[src/rtl/prefetch_pkg.sv]
// Shared state encoding and default sizing for the instruction prefetch unit.
package prefetch_pkg;

    typedef enum logic [1:0] {
        S_IDLE    = 2'd0,
        S_REQ     = 2'd1,
        S_DISCARD = 2'd2
    } fetch_state_t;

    localparam int          QUEUE_BYTES_DEFAULT   = 16;
    localparam logic [31:0] RESET_ADDRESS_DEFAULT = 32'hFFFF_FFF0;

endpackage

[src/rtl/prefetch_byte_queue.sv]
// Byte-wide circular buffer that accepts up to four bytes and releases up to
// four bytes per cycle; a synchronous clear empties it.
module prefetch_byte_queue
    import prefetch_pkg::*;
#(
    parameter int DEPTH = QUEUE_BYTES_DEFAULT
) (
    input  logic                       i_clock,
    input  logic                       i_clear,
    input  logic [2:0]                 i_write_count,
    input  logic [31:0]                i_write_data,
    input  logic [2:0]                 i_read_count,
    output logic [31:0]                o_read_data,
    output logic [$clog2(DEPTH+1)-1:0] o_count
);
    localparam int              PW      = $clog2(DEPTH);
    localparam int              CW      = $clog2(DEPTH + 1);
    localparam logic [PW:0]     DEPTH_W = (PW+1)'(DEPTH);

    logic [7:0]    mem [DEPTH];
    logic [PW-1:0] wr_ptr;
    logic [PW-1:0] rd_ptr;
    logic [CW-1:0] count;

    // Depth need not be a power of two, so pointer steps wrap explicitly.
    function automatic logic [PW-1:0] wrap_add(input logic [PW-1:0] ptr, input logic [2:0] step);
        logic [PW:0] sum;
        sum = {1'b0, ptr} + {{(PW-2){1'b0}}, step};
        if (sum >= DEPTH_W) sum = sum - DEPTH_W;
        return sum[PW-1:0];
    endfunction

    always_ff @(posedge i_clock) begin
        if (!i_clear) begin
            for (int i = 0; i < 4; i++) begin
                if (3'(i) < i_write_count)
                    mem[wrap_add(wr_ptr, 3'(i))] <= i_write_data[8*i +: 8];
            end
        end
    end

    always_ff @(posedge i_clock) begin
        if (i_clear) begin
            wr_ptr <= '0;
            rd_ptr <= '0;
            count  <= '0;
        end else begin
            wr_ptr <= wrap_add(wr_ptr, i_write_count);
            rd_ptr <= wrap_add(rd_ptr, i_read_count);
            count  <= count + CW'(i_write_count) - CW'(i_read_count);
        end
    end

    always_comb begin
        o_read_data = '0;
        for (int i = 0; i < 4; i++)
            o_read_data[8*i +: 8] = mem[wrap_add(rd_ptr, 3'(i))];
    end

    assign o_count = count;

endmodule

[src/rtl/prefetch_unit.sv]
// Instruction prefetcher: issues dword code fetches ahead of the decoder and
// presents the next four queued bytes together with their linear address.
module prefetch_unit
    import prefetch_pkg::*;
#(
    parameter int          QUEUE_BYTES   = QUEUE_BYTES_DEFAULT,
    parameter logic [31:0] RESET_ADDRESS = RESET_ADDRESS_DEFAULT
) (
    input  logic        i_clock,
    input  logic        i_reset,
    input  logic        i_flush,
    input  logic [31:0] i_flush_address,
    output logic        o_code_vaild,
    input  logic        i_code_ready,
    output logic [31:0] o_code_address,
    input  logic [31:0] i_code_data_read,
    output logic [31:0] o_queue_data,
    output logic [2:0]  o_queue_count,
    input  logic [2:0]  i_queue_consume,
    output logic [31:0] o_fetch_address
);
    localparam int            CW       = $clog2(QUEUE_BYTES + 1);
    localparam logic [CW-1:0] MAX_FILL = CW'(QUEUE_BYTES - 4);

    fetch_state_t  state;
    logic [31:0]   fetch_pointer;
    logic [31:0]   next_pointer;
    logic [1:0]    skip;
    logic [1:0]    next_skip;
    logic [CW-1:0] count;
    logic [CW-1:0] count_after;
    logic          clear;
    logic          write_en;
    logic          space_ok;
    logic [2:0]    write_count;
    logic [2:0]    read_count;
    logic [31:0]   write_data;

    // A flush drops whatever arrives this cycle, so only undisturbed data is written.
    assign clear       = i_reset | i_flush;
    assign write_en    = (state == S_REQ) && i_code_ready && !clear;
    assign write_count = write_en ? 3'd4 - {1'b0, skip} : 3'd0;
    assign write_data  = i_code_data_read >> {skip, 3'b000};
    assign read_count  = clear ? 3'd0 : i_queue_consume;
    assign count_after = clear ? '0 : count + CW'(write_count) - CW'(read_count);
    assign space_ok    = count_after <= MAX_FILL;

    assign o_queue_count = (count > CW'(4)) ? 3'd4 : count[2:0];

    always_comb begin
        next_pointer = fetch_pointer;
        next_skip    = skip;
        if (i_flush) begin
            next_pointer = {i_flush_address[31:2], 2'b00};
            next_skip    = i_flush_address[1:0];
        end else if (write_en) begin
            next_pointer = fetch_pointer + 32'd4;
            next_skip    = 2'd0;
        end
    end

    prefetch_byte_queue #(
        .DEPTH (QUEUE_BYTES)
    ) u_queue (
        .i_clock       (i_clock),
        .i_clear       (clear),
        .i_write_count (write_count),
        .i_write_data  (write_data),
        .i_read_count  (read_count),
        .o_read_data   (o_queue_data),
        .o_count       (count)
    );

    // Request address stays frozen while outstanding, even across a flush.
    always_ff @(posedge i_clock) begin
        if (i_reset) begin
            state           <= S_IDLE;
            o_code_vaild    <= 1'b0;
            o_code_address  <= 32'd0;
            fetch_pointer   <= RESET_ADDRESS & ~32'd3;
            skip            <= RESET_ADDRESS[1:0];
            o_fetch_address <= RESET_ADDRESS;
        end else begin
            fetch_pointer   <= next_pointer;
            skip            <= next_skip;
            o_fetch_address <= i_flush ? i_flush_address
                                       : o_fetch_address + 32'(i_queue_consume);
            case (state)
                S_IDLE: begin
                    if (space_ok) begin
                        state          <= S_REQ;
                        o_code_vaild   <= 1'b1;
                        o_code_address <= next_pointer;
                    end
                end
                S_REQ: begin
                    if (i_code_ready) begin
                        if (space_ok) begin
                            o_code_address <= next_pointer;
                        end else begin
                            state        <= S_IDLE;
                            o_code_vaild <= 1'b0;
                        end
                    end else if (i_flush) begin
                        state <= S_DISCARD;
                    end
                end
                S_DISCARD: begin
                    if (i_code_ready) begin
                        state        <= S_IDLE;
                        o_code_vaild <= 1'b0;
                    end
                end
                default: begin
                    state        <= S_IDLE;
                    o_code_vaild <= 1'b0;
                end
            endcase
        end
    end

    consume_within_count: assert property (
        @(posedge i_clock) disable iff (i_reset) i_queue_consume <= o_queue_count
    );

endmodule

[config.mk]
export PLATFORM = sky130hd
export DESIGN_NAME = prefetch_unit
export DESIGN_NICKNAME = d
export VERILOG_FILES = /design/src/rtl/prefetch_pkg.sv /design/src/rtl/prefetch_byte_queue.sv /design/src/rtl/prefetch_unit.sv
export SDC_FILE = /design/constraint.sdc
export NUM_CORES = 1
export LEC_CHECK = 0
export ABC_AREA = 0
export CAP_MARGIN = 40
export CORE_MARGIN = 2
export CORE_UTILIZATION = 40
export CTS_BUF_LIST = sky130_fd_sc_hd__clkbuf_8
export DETAILED_ROUTE_END_ITERATION = 10
export DONT_BUFFER_PORTS = 1
export PLACE_DENSITY_LB_ADDON = 0.15
export SLEW_MARGIN = 10
export SYNTH_ARGS = -nofsm -noshare
export SYNTH_HDL_FRONTEND = slang
export SYNTH_SLANG_ARGS = --single-unit
[constraint.sdc]
create_clock -name i_clock -period 5.65 [get_ports i_clock]
set_input_delay 0.8475 -clock i_clock [delete_from_list [all_inputs] [get_ports i_clock]]
set_output_delay 0.8475 -clock i_clock [all_outputs]
set_load 0.1 [all_outputs]
After elaboration in Yosys (flattened, before gate mapping)
Memories as Yosys holds them, arrays and structs flattened.
Cells that the tools add are included.
{"block": "totals", "regBits": 114, "mem_bits_rw": 128, "input_bits": 71, "output_inout_bits": 100, "wordCells": 121, "mem_count": 1}
{"name": "u_queue.mem", "words": 16, "width": 8, "rd": 4, "rd_clocked_by_memory_dff": 0, "write_ports": 4, "line": "prefetch_byte_queue.sv:20", "text": "logic [7:0] mem [DEPTH];"}
{"block": "classes", "add_sub_neg": 23, "order_cmp": 16, "n_eq_ne": 8, "n_shift": 1, "n_mux": 53, "bitwise_logic": 1, "n_reduce_logical": 9}
{"operator": "32-bit 2-to-1 mux", "count": 5}
{"operator": "4-bit 2-to-1 mux", "count": 18}
{"operator": "32-bit case mux with 2 select lines", "count": 1}
{"operator": "5-bit greater-or-equal comparator (second input constant)", "count": 8}
{"operator": "4-bit by 1-bit subtractor with 4-bit output (second input constant)", "count": 10}
{"operator": "32-bit by 3-bit adder with 32-bit output", "count": 1}
{"operator": "32-bit by 3-bit adder with 32-bit output (second input constant)", "count": 1}
{"operator": "32-bit by 5-bit >> shifter with 32-bit output", "count": 1}
{"operator": "4-bit by 2-bit adder with 5-bit output (second input constant)", "count": 4}
{"operator": "1-bit 2-to-1 mux", "count": 16}
{"operator": "2-bit 2-to-1 mux", "count": 7}
{"operator": "4-bit by 1-bit adder with 5-bit output (second input constant)", "count": 2}
{"operator": "4-bit by 3-bit adder with 5-bit output", "count": 2}
{"operator": "4-bit by 5-bit greater-or-equal comparator with 1-bit output (second input constant)", "count": 2}
{"operator": "3-bit 2-to-1 mux", "count": 3}
{"operator": "2-bit != test (second input constant)", "count": 4}
{"operator": "4-bit AND reduction", "count": 2}
{"operator": "1-bit by 3-bit less-than comparator with 1-bit output (first input constant)", "count": 2}
{"operator": "2-bit by 3-bit less-than comparator with 1-bit output (first input constant)", "count": 2}
{"operator": "3-bit != test (second input constant)", "count": 2}
{"operator": "2-bit case mux with 3 select lines", "count": 1}
{"operator": "5-bit by 3-bit adder with 5-bit output", "count": 1}
{"operator": "5-bit by 3-bit greater-than comparator with 1-bit output (second input constant)", "count": 1}
{"operator": "5-bit by 4-bit less-or-equal comparator with 1-bit output (second input constant)", "count": 1}
{"operator": "other kinds (12)", "count": 14}

Logic depth before layout (Yosys ltp)
Gate-level depths: netlist of run 1.
{"block": "depth", "word_depth": 11, "ltp_mapped": 17, "depth_no_buf": 14}

Hierarchy
A second synthesis of run 1 with hierarchy kept.
{"block": "hier_totals", "hier_cells": 2022, "area_unflattened_um2": 19291.0}
{"mod": "prefetch_byte_queue", "instances": 1, "cells_per_inst": 1331, "area_per_inst_um2": 13525.5, "seq_area_each_um2": 4103.9}
{"mod": "prefetch_unit", "instances": 1, "cells_per_inst": 691, "area_per_inst_um2": 5765.5, "seq_area_each_um2": 2021.9}

Least setup slack after synthesis of run 1
No wires, ideal clock.
{"block": "synth_path", "path_kind": "register to output", "from": "register u_queue.rd_ptr[1]", "to": "output o_queue_data[10]", "arrival_ns": 3.595, "required_ns": 4.803, "path_slack_ns": 1.208, "path_stages_with_launch": 10, "n_path_buf": 5, "cell_sequence": "dfxtp_1 > buf_2 > clkbuf_1 > clkbuf_1 > inv_1 > ha_1 > clkbuf_1 > clkbuf_1 > mux4_2 > mux4_2"}
{"block": "synth_via", "elab_chain_cells": 4, "word_cells_on_any_way": 5, "cone_classes": "add/sub: 2; order compare: 1; mux: 1; memory: 1"}
{"element": "start, declared", "line": "prefetch_byte_queue.sv:22", "text": "logic [PW-1:0] rd_ptr;"}
{"element": "start signal, assigned", "line": "prefetch_byte_queue.sv:49", "text": "rd_ptr <= wrap_add(rd_ptr, i_read_count);"}
{"element": "4-bit by 1-bit adder with 5-bit output (*)", "line": "prefetch_byte_queue.sv:28", "text": "sum = {1'b0, ptr} + {{(PW-2){1'b0}}, step};"}
{"element": "4-bit by 1-bit subtractor with 4-bit output / 5-bit greater-or-equal comparator (equally long branches)", "line": "prefetch_byte_queue.sv:29", "text": "if (sum >= DEPTH_W) sum = sum - DEPTH_W;"}
{"element": "4-bit 2-to-1 mux (*)", "line": "prefetch_byte_queue.sv:29"}
{"element": "memory 16 x 8 bit (*)"}
{"element": "end, declared", "line": "prefetch_unit.sv:17", "text": "output logic [31:0] o_queue_data,"}
Mark *: on every way between the ends. The rest lies on a longest branch, timed or not.

Worst setup path after layout of run 1
{"block": "layout_path", "from": "register u_queue.rd_ptr[1]", "to": "output o_queue_data[25]"}
{"block": "layout_via", "elab_chain_cells": 4, "word_cells_on_any_way": 5, "cone_classes": "add/sub: 2; order compare: 1; mux: 1; memory: 1"}
{"element": "4-bit by 2-bit adder with 5-bit output (*)", "line": "prefetch_byte_queue.sv:28"}
{"element": "4-bit by 1-bit subtractor with 4-bit output / 5-bit greater-or-equal comparator (equally long branches)", "line": "prefetch_byte_queue.sv:29"}
{"element": "4-bit 2-to-1 mux (*)", "line": "prefetch_byte_queue.sv:29"}
{"element": "memory 16 x 8 bit (*)"}
Marked as above.

==> metrics.csv, run 1 <==
metric;value;unit
place.gp.congestion;1.01;
drc;0;
holdBufCountCts;0;
dp_hpwl;55.0;mm
finClkSkew;0.0244;ns
routedWlPerCell;29.2;um
placed_area;20800;sq um
clkLatencyLatePin;0.61;ns
cts_inserted_buffers;44;
hold_viol;0;
grt-ovfl-total;0;
rows;78;
leakagePower;7.87;nW
grtUsageMet1;0.423;
synthTopCellsByArea;edfxtp_1 (21%), mux4_2 (19%), dfxtp_1 (12%);
drt_iter0_drc;2170;
synthToLayoutAreaGrowth;17.4;%
mappedNetlistArea;18500;sq um
use_met2;0.441;
path_cells;inv_1 > ha_2 > buf_12 > mux4_2 > mux4_2;
ys_seq_area_frac;0.331;
max-cap-violations;0;
slowest_stage;ha_2;
setup_viol;0;
status;finished, final reports clean;
core-area;45600;sq um
grt_usage;0.300;
syn_nets;1927;
dr.pass1.iters;6;
slew_headroom;0.362;
yosysTopAreaCellShare;0.208;
cts_setup_buffers;0;
grt.busiest_layer;met2;
grt_max_degree;75;
fp.dieW;219;um
antenna_found_initial;4;
layout_commonest_cell;mux2i_1;
arrival;3.77;ns
cts_buffer_depth;3;
synth_top_cell_by_area;edfxtp_1;
finalSetupTns;0;ns
worst_slew_pin_slew;0.957;ns
grt_pass1_vias;15200;
crit_buf_inv;2;
postSynthAreaPerCell;10.1;sq um
critPathMaxFanout;36;
nFillCells;4054;
ys_warn_count;0;
synthArstFlopShare;0;
cts_resized;0;
fin_nets;1946;
hp-class;in -> reg;
slew_viol_final;0;
n_antenna_cell;0;
syn_inst;1827;
start_util;0.406;
path_delay_family;multiplexers;
critPathKind;reg -> out;
die-area;48000;sq um
rsz0062_at_grt;false;
fmax;217;MHz
stdcell_area;21700;sq um
period_share;0.817;
crit_top_cell;mux4_2;
grt_pass1_wl;105;mm
io_buffer_count;0;
ir_worst_vdd;0.214;mV
io-pin-count;171;
via_per_inst;6.52;
crit_required;4.80;ns
drive_gt1_frac;0.232;
htreeDepth;2;
final_antenna_net_count;0;
cts_tree;built;
num_vias;16200;
power_density;265;nW/um^2
chipHeight;219;um
ctsRootBufferMaster;clkbuf_8;
end_kind;output pin;
synthFlopType;edfxtp_1;
cpPeakStageDelay;0.76;ns
synth-edff-count;128;
clock-sinks;242;
mostFrequentLayoutCells;mux2i_1 (174), nor2_1 (173), mux4_2 (160), nand2_1 (156), o21ai_0 (138);
ys_types;73;
period_minus_slack;4.61;ns
total_power;5.75;mW
clkTransAtPathRegs;0.07;ns
grtUsageMet3;0.0839;
ys_ff_latch;242;
wirelength;72.4;mm
startpoint_type;flop;
power by group:
part / switching [mW] / internal, mW / total (mW)
clock network: 0.806 / 1.06 / 1.87
registers: 0.122 / 1.95 / 2.07
logic: 1.21 / 0.606 / 1.81
total: 2.13 / 3.62 / 5.75
logic make-up (layout without fill, tap and decap cells):
group | count (synthesis) | in the layout | synth area share
adders and majority gates | 29 | 29 | 0.0220
AOI/OAI and AO/OA | 377 | 377 | 0.121
DFF | 242 | 242 | 0.331
buffers and inverters | 191 | 242 | 0.0436
and+or+nand+nor | 571 | 571 | 0.152
muxes | 353 | 353 | 0.300
xor gates and xnor gates | 64 | 64 | 0.0303
area by class of cell:
| type | count | area, sq um | share of cell area |
|---|---|---|---|
| flip-flops and latches | 242 | 6130 | 0.282 |
| well taps | 600 | 751 | 0.0345 |
| inverters | 34 | 128 | 0.00587 |
| repair buffers | 130 | 2100 | 0.0968 |
| clock buffers | 48 | 661 | 0.0304 |
| multi-input cells | 1394 | 11700 | 0.537 |
| clock inverters | 30 | 289 | 0.0133 |
routing by layer:
metal,vias up,routed length [um]
li1,7018,-
met2,1031,31300
met1,7960,30200
met3,152,8360
met4,0,2540
met5,-,0
path summary, 6_finish.rpt:
path | from | to | slack [ns] | cells after the start
max | u_queue.rd_ptr[1]$_SDFF_PP0_ | o_queue_data[25] | 1.04 | 5
min | i_reset | o_code_address[17]$_SDFFE_PP0P_ | 0.29 | 1
max reg2reg | skip[1]$_SDFFE_PP0P_ | o_code_address[16]$_SDFFE_PP0P_ | 1.48 | 13
min reg2reg | fetch_pointer[1]$_SDFF_PP0_ | fetch_pointer[1]$_SDFF_PP0_ | 0.46 | 1
state kept, by name, summed over array words and instances, names as in the netlist:
name,count
fetch_pointer,32
o_code_address,32
u_queue.o_count,5
u_queue.mem,128
skip,2
u_queue.rd_ptr,4
o_code_vaild,1
state,2
o_fetch_address,32
u_queue.wr_ptr,4
synthesized netlist by cell type (all sizes together) (6+ instances only):
library cell / instances
nor2: 183
mux2i: 174
mux4: 160
nand2: 156
o21ai: 147
edfxtp: 128
dfxtp: 114
o22ai: 106
clkbuf: 89
buf: 68
nand3: 63
a21oi: 57
inv: 33
xor2: 33
xnor2: 31
nand2b: 29
ha: 23
nor3: 23
and2: 22
nor4: 20
mux2: 19
nand4: 15
and3: 12
and4: 12
or2: 9
o2111ai: 8
o211ai: 8
o221ai: 8
a21o: 7
fa: 6
stage by stage:
stage                     setup WS, ns   util  hold WS [ns]  instances
final                             1.04  0.477         0.292       2478
after global routing             0.872  0.477         0.257       2478
after CTS                        0.973  0.477         0.255       2477
after floorplan                   1.21      -         0.431       1827
after detailed placement         0.979  0.456         0.451       2399
after global placement            1.09  0.415         0.458       2298
No activity file was read; power rests on OpenSTA's default activity.
==> inputs of run 2 (changes only) <==
clock period = 4.04 ns   (was 5.65 ns; I/O delays follow)
==> run 2 against run 1 <==
Worst setup slack lost 0.74 ns. First-iteration DRC count rose by 8.1%. Clock-buffer cell count increased by 1. Clock power increased by 32%. Sequential power grew 39%. Register-to-register slack worse by 1.0 ns. Flip-flop and latch count stayed put. Die area stayed put. Sequential share of layout area down 0.080 points. Via count rose by 0.56%. Critical path depth is 2 higher. Combinational power increased by 45%. Critical endpoint is now o_queue_data[9]. Highest routed layer is now met5.
==> metrics.csv, run 2 (synthesis results as in run 1) <==
metric;value;unit
period_minus_slack;3.74;ns
cts_tree;built;
slew_headroom;0.335;
comb_power_share;0.330;
finClkSkew;0.0405;ns
place.gp.congestion;1.02;
wl_met1;30.1;mm
start_util;0.406;
finalSetupTns;0;ns
route.met3.wl;8.38;mm
routedWlPerCell;29.0;um
cts_inserted_buffers;43;
cts_setup_buffers;0;
crit_required;3.43;ns
layout_commonest_cell;mux2i_1;
r2r_cells;12;
worst_slew_pin_slew;0.997;ns
period_share;0.926;
fin_nets;1983;
antenna_found_initial;4;
p_int;4.98;mW
die-area;48000;sq um
io-pin-count;171;
top_register;u_queue.mem;
htreeDepth;2;
fin_ws;0.299;ns
hold_viol;0;
reg2reg_to;o_code_address[22]$_SDFFE_PP0P_;
io_buffer_count;0;
end_kind;output pin;
cts_buffer_depth;3;
clock-sinks;242;
clkLatencyLatePin;0.60;ns
r2r_setup_slack;0.46;ns
placed_area;20900;sq um
chipHeight;219;um
largest_reg_flops;128;
num_vias;16300;
hp-class;in -> reg;
power_density;365;nW/um^2
critPathMaxFanout;41;
cts_resized;0;
status;finished, final reports clean;
via_per_inst;6.46;
multi_input_area;11600;sq um
highest_layer;met5;
drt_iter0_drc;2345;
fp.dieW;219;um
wirelength;72.8;mm
holdCritStartpoint;i_reset;
critPathKind;reg -> out;
grt_pass1_wl;106;mm
setup_viol;0;
max-cap-violations;0;
r2r-start;state[0]$_SDFFE_PP0P_;
core-area;45600;sq um
dr.pass1.iters;6;
p_sw;2.98;mW
place_ws;0.0218;ns
arrival;3.13;ns
slew_viol_final;0;
total_power;7.97;mW
ctsRootBufferMaster;clkbuf_8;
regArea;6130;sq um
rsz0062_at_grt;false;
dp_hpwl;53.9;mm
drc;0;
startpoint_type;flop;
switching_share;0.374;
ir_worst_vdd;0.356;mV
p_seq_frac;0.360;
holdPathEnd;o_code_address[14]$_SDFFE_PP0P_;
hold_path_depth;1;
grt_pass1_vias;15200;
mostFrequentLayoutCells;mux2i_1 (174), nor2_1 (173), mux4_2 (160), nand2_1 (156), o21ai_0 (140);
grt_max_degree;133;
clkPwrFrac;0.310;
final_antenna_net_count;0;
grt_usage;0.302;
timing.hold.ws;0.0591;ns
drive_gt1_frac;0.240;
nFillCells;4096;
rows;78;
fmax;267;MHz
stdcell_area;21800;sq um
clkTransAtPathRegs;0.07;ns
wl_met2;31.8;mm
leakagePower;7.97;nW
grt-ovfl-total;0;
synthToLayoutAreaGrowth;17.7;%
holdBufCountCts;0;
-- run 2: cell count changes in the layout (fill, tap and decap cells not counted), moves of 6 or more --
cell      before  now
buf_16        41   32
buf_8         33    9
buf_12         1   20
clkinv_1      12    6
clkinv_2       9    3
a21oi_1       41   49
inv_1         36   44
buf_6         13    6
a21oi_2       16    8
buf_4         41  101
-- run 2: worst max path at each step --
stage          cells past startpoint  slack [ns]                         start                               to
3_5_place_dp                      12        0.02                       i_reset  o_code_address[22]$_SDFFE_PP0P_
4_1_cts                            6        0.22  u_queue.rd_ptr[0]$_SDFF_PP0_                  o_queue_data[9]
6_report                           7        0.30  u_queue.rd_ptr[1]$_SDFF_PP0_                  o_queue_data[9]
3_3_place_gp                      12        0.10                       i_reset  o_code_address[22]$_SDFFE_PP0P_
5_1_grt                            6        0.09  u_queue.rd_ptr[0]$_SDFF_PP0_                  o_queue_data[9]
2_1_floorplan                      9        0.09  u_queue.rd_ptr[1]$_SDFF_PP0_                 o_queue_data[10]
-- run 2: area by class of cell --
cell class                 count  area share
clock buffer                  49      0.0309
multi-input combinational   1394       0.534
inverter                      34     0.00586
clock inverter                26      0.0104
timing repair buffer         168       0.103
sequential                   242       0.281
tap                          600      0.0344
antenna                        1    0.000115
-- run 2: power by group through the flow --
stage | sequential, mW | combinational (mW) | clock [mW]
final | 2.87 | 2.63 | 2.47
after global routing | 2.88 | 2.73 | 2.60
after CTS | 2.87 | 2.59 | 2.50
after detailed placement | 2.91 | 2.59 | 0
after global placement | 3.32 | 1.78 | 0
after floorplan | 3.41 | 1.11 | 0
-- run 2: per-stage QoR --
step,utilization,cells
global route,0.478,2513
detailed placement,0.458,2438
CTS,0.478,2513
finish,0.478,2514
floorplan,-,1827
global placement,0.433,2384
-- run 2: critical path, stage by stage (launching register included) --
cell and delay [ns]:
dfxtp_4 0.35, inv_1 0.09, ha_2 0.44, buf_12 0.26
buf_4 0.28, mux4_2 0.35, mux4_2 0.53, buf_12 0.20
-- run 2: metal layers --
metal	vias to the layer above	global-route usage
li1	7091	-
met1	7959	0.420
met2	1052	0.447
met3	147	0.0920
met4	2	0.102
met5	-	0
==> inputs of run 3 (changes only) <==
CORE_MARGIN = 8   (was 2)
==> run 3 against run 2 <==
Fmax decreased by 0.31%. Clock skew decreased by 0.0085 ns. Final cell count about the same. Sequential power about the same. Utilization decreased by 0.74 points.
==> metrics.csv, run 3 (synthesis results as in run 1) <==
metric;value;unit
wl_met2;33.4;mm
grt-ovfl-total;0;
hp-class;in -> reg;
finalNonFillerCells;2516;
r2r_setup_slack;0.33;ns
cts_setup_buffers;0;
final_core_util;0.471;
stdcell_area;21700;sq um
finalSetupTns;0;ns
slew_viol_final;0;
end_kind;output pin;
wl_met1;29.0;mm
die-area;53400;sq um
worst_slew_pin_slew;0.988;ns
fin_ws;0.288;ns
routedWlPerCell;28.9;um
place.gp.congestion;0.974;
p_seq_frac;0.366;
hold_viol;0;
htreeDepth;2;
antenna_found_initial;6;
cts_resized;0;
setup_viol;0;
holdPathEnd;state[1]$_SDFFE_PP0P_;
final_antenna_net_count;0;
via_per_inst;6.41;
cts_tree;built;
mostFrequentLayoutCells;mux2i_1 (174), nor2_1 (173), mux4_2 (160), nand2_1 (156), o21ai_0 (140);
p_int;4.89;mW
rsz0062_at_grt;false;
place_ws;0.00841;ns
fin_nets;1974;
drive_gt1_frac;0.238;
cts_inserted_buffers;44;
switching_share;0.377;
largest_reg_flops;128;
grt_max_degree;133;
crit_required;3.43;ns
slew_headroom;0.341;
hold_path_depth;1;
grt_pass1_vias;15400;
route.met3.wl;7.48;mm
io-pin-count;171;
fp.dieW;231;um
layout_commonest_cell;mux2i_1;
leakagePower;7.91;nW
wirelength;72.7;mm
rows;79;
grt_usage;0.263;
p_sw;2.95;mW
clkTransAtPathRegs;0.06;ns
drt_iter0_drc;1689;
clkPwrFrac;0.301;
clock-sinks;242;
startpoint_type;flop;
grt_pass1_wl;106;mm
highest_layer;met5;
finClkSkew;0.0320;ns
comb_power_share;0.333;
status;finished, final reports clean;
arrival;3.15;ns
dp_hpwl;55.0;mm
critPathKind;reg -> out;
fmax;266;MHz
period_share;0.929;
io_buffer_count;0;
timing.hold.ws;0.0829;ns
clkLatencyLatePin;0.59;ns
start_util;0.401;
dr.pass1.iters;6;
ctsRootBufferMaster;clkbuf_8;
drc;0;
period_minus_slack;3.75;ns
placed_area;20800;sq um
synthToLayoutAreaGrowth;17.4;%
dp.cells;2434;
max-cap-violations;0;
top_register;u_queue.mem;
num_vias;16100;
r2r_cells;12;
holdCritStartpoint;i_code_ready;
cts_buffer_depth;3;
reg2reg_to;o_code_address[22]$_SDFFE_PP0P_;
chipHeight;231;um
ir_worst_vdd;0.399;mV
core-area;46200;sq um
holdBufCountCts;0;
critPathMaxFanout;132;
total_power;7.84;mW
r2r-start;state[1]$_SDFFE_PP0P_;
power_density;361;nW/um^2
run 3: cell count changes in the layout (fill, tap and decap cells not counted), sizes merged:
cell      previous run  this run
buf                168       158
bufinv               4         2
clkbuf              49        51
clkinv              11        18
clkinvlp             1         2
inv                 44        41
run 3: power by group through the flow:
stage | Sequential [mW] | Clock (mW) | Combinational, mW
2_1_floorplan | 3.41 | 0 | 1.11
3_3_place_gp | 3.32 | 0 | 1.76
3_5_place_dp | 2.91 | 0 | 2.58
4_1_cts | 2.87 | 2.42 | 2.59
5_1_grt | 2.88 | 2.52 | 2.71
6_report | 2.87 | 2.37 | 2.61
run 3: worst max-delay path, cell delays in order, from the launching register on:
cell and delay [ns]:
dfxtp_4 0.35, buf_12 0.60, mux4_2 0.66, mux4_2 0.78
run 3: how the worst max path moves through the flow:
stage | start | endpoint
final | u_queue.rd_ptr[0]$_SDFF_PP0_ | o_queue_data[17]
after global routing | state[0]$_SDFFE_PP0P_ | o_code_address[22]$_SDFFE_PP0P_
after CTS | u_queue.rd_ptr[1]$_SDFF_PP0_ | o_queue_data[8]
after detailed placement | i_reset | o_code_address[22]$_SDFFE_PP0P_
after global placement | i_reset | o_code_address[22]$_SDFFE_PP0P_
after floorplan | u_queue.rd_ptr[1]$_SDFF_PP0_ | o_queue_data[10]
run 3: layer usage:
| metal | up-vias | GRT usage |
|---|---|---|
| met1 | 7947 | 0.338 |
| met2 | 930 | 0.422 |
| met4 | 6 | 0.0907 |
| met3 | 167 | 0.0775 |
| li1 | 7076 | - |
| met5 | - | 0 |
run 3: layout make-up:
class / count / area (sq um)
Fill cell: 4206 / 24400
Multi-Input combinational cell: 1394 / 11600
Sequential cell: 242 / 6130
Timing Repair Buffer: 158 / 2180
Tap cell: 607 / 759
Clock buffer: 51 / 702
Clock inverter: 29 / 194
Inverter: 34 / 128
Antenna cell: 1 / 2.50
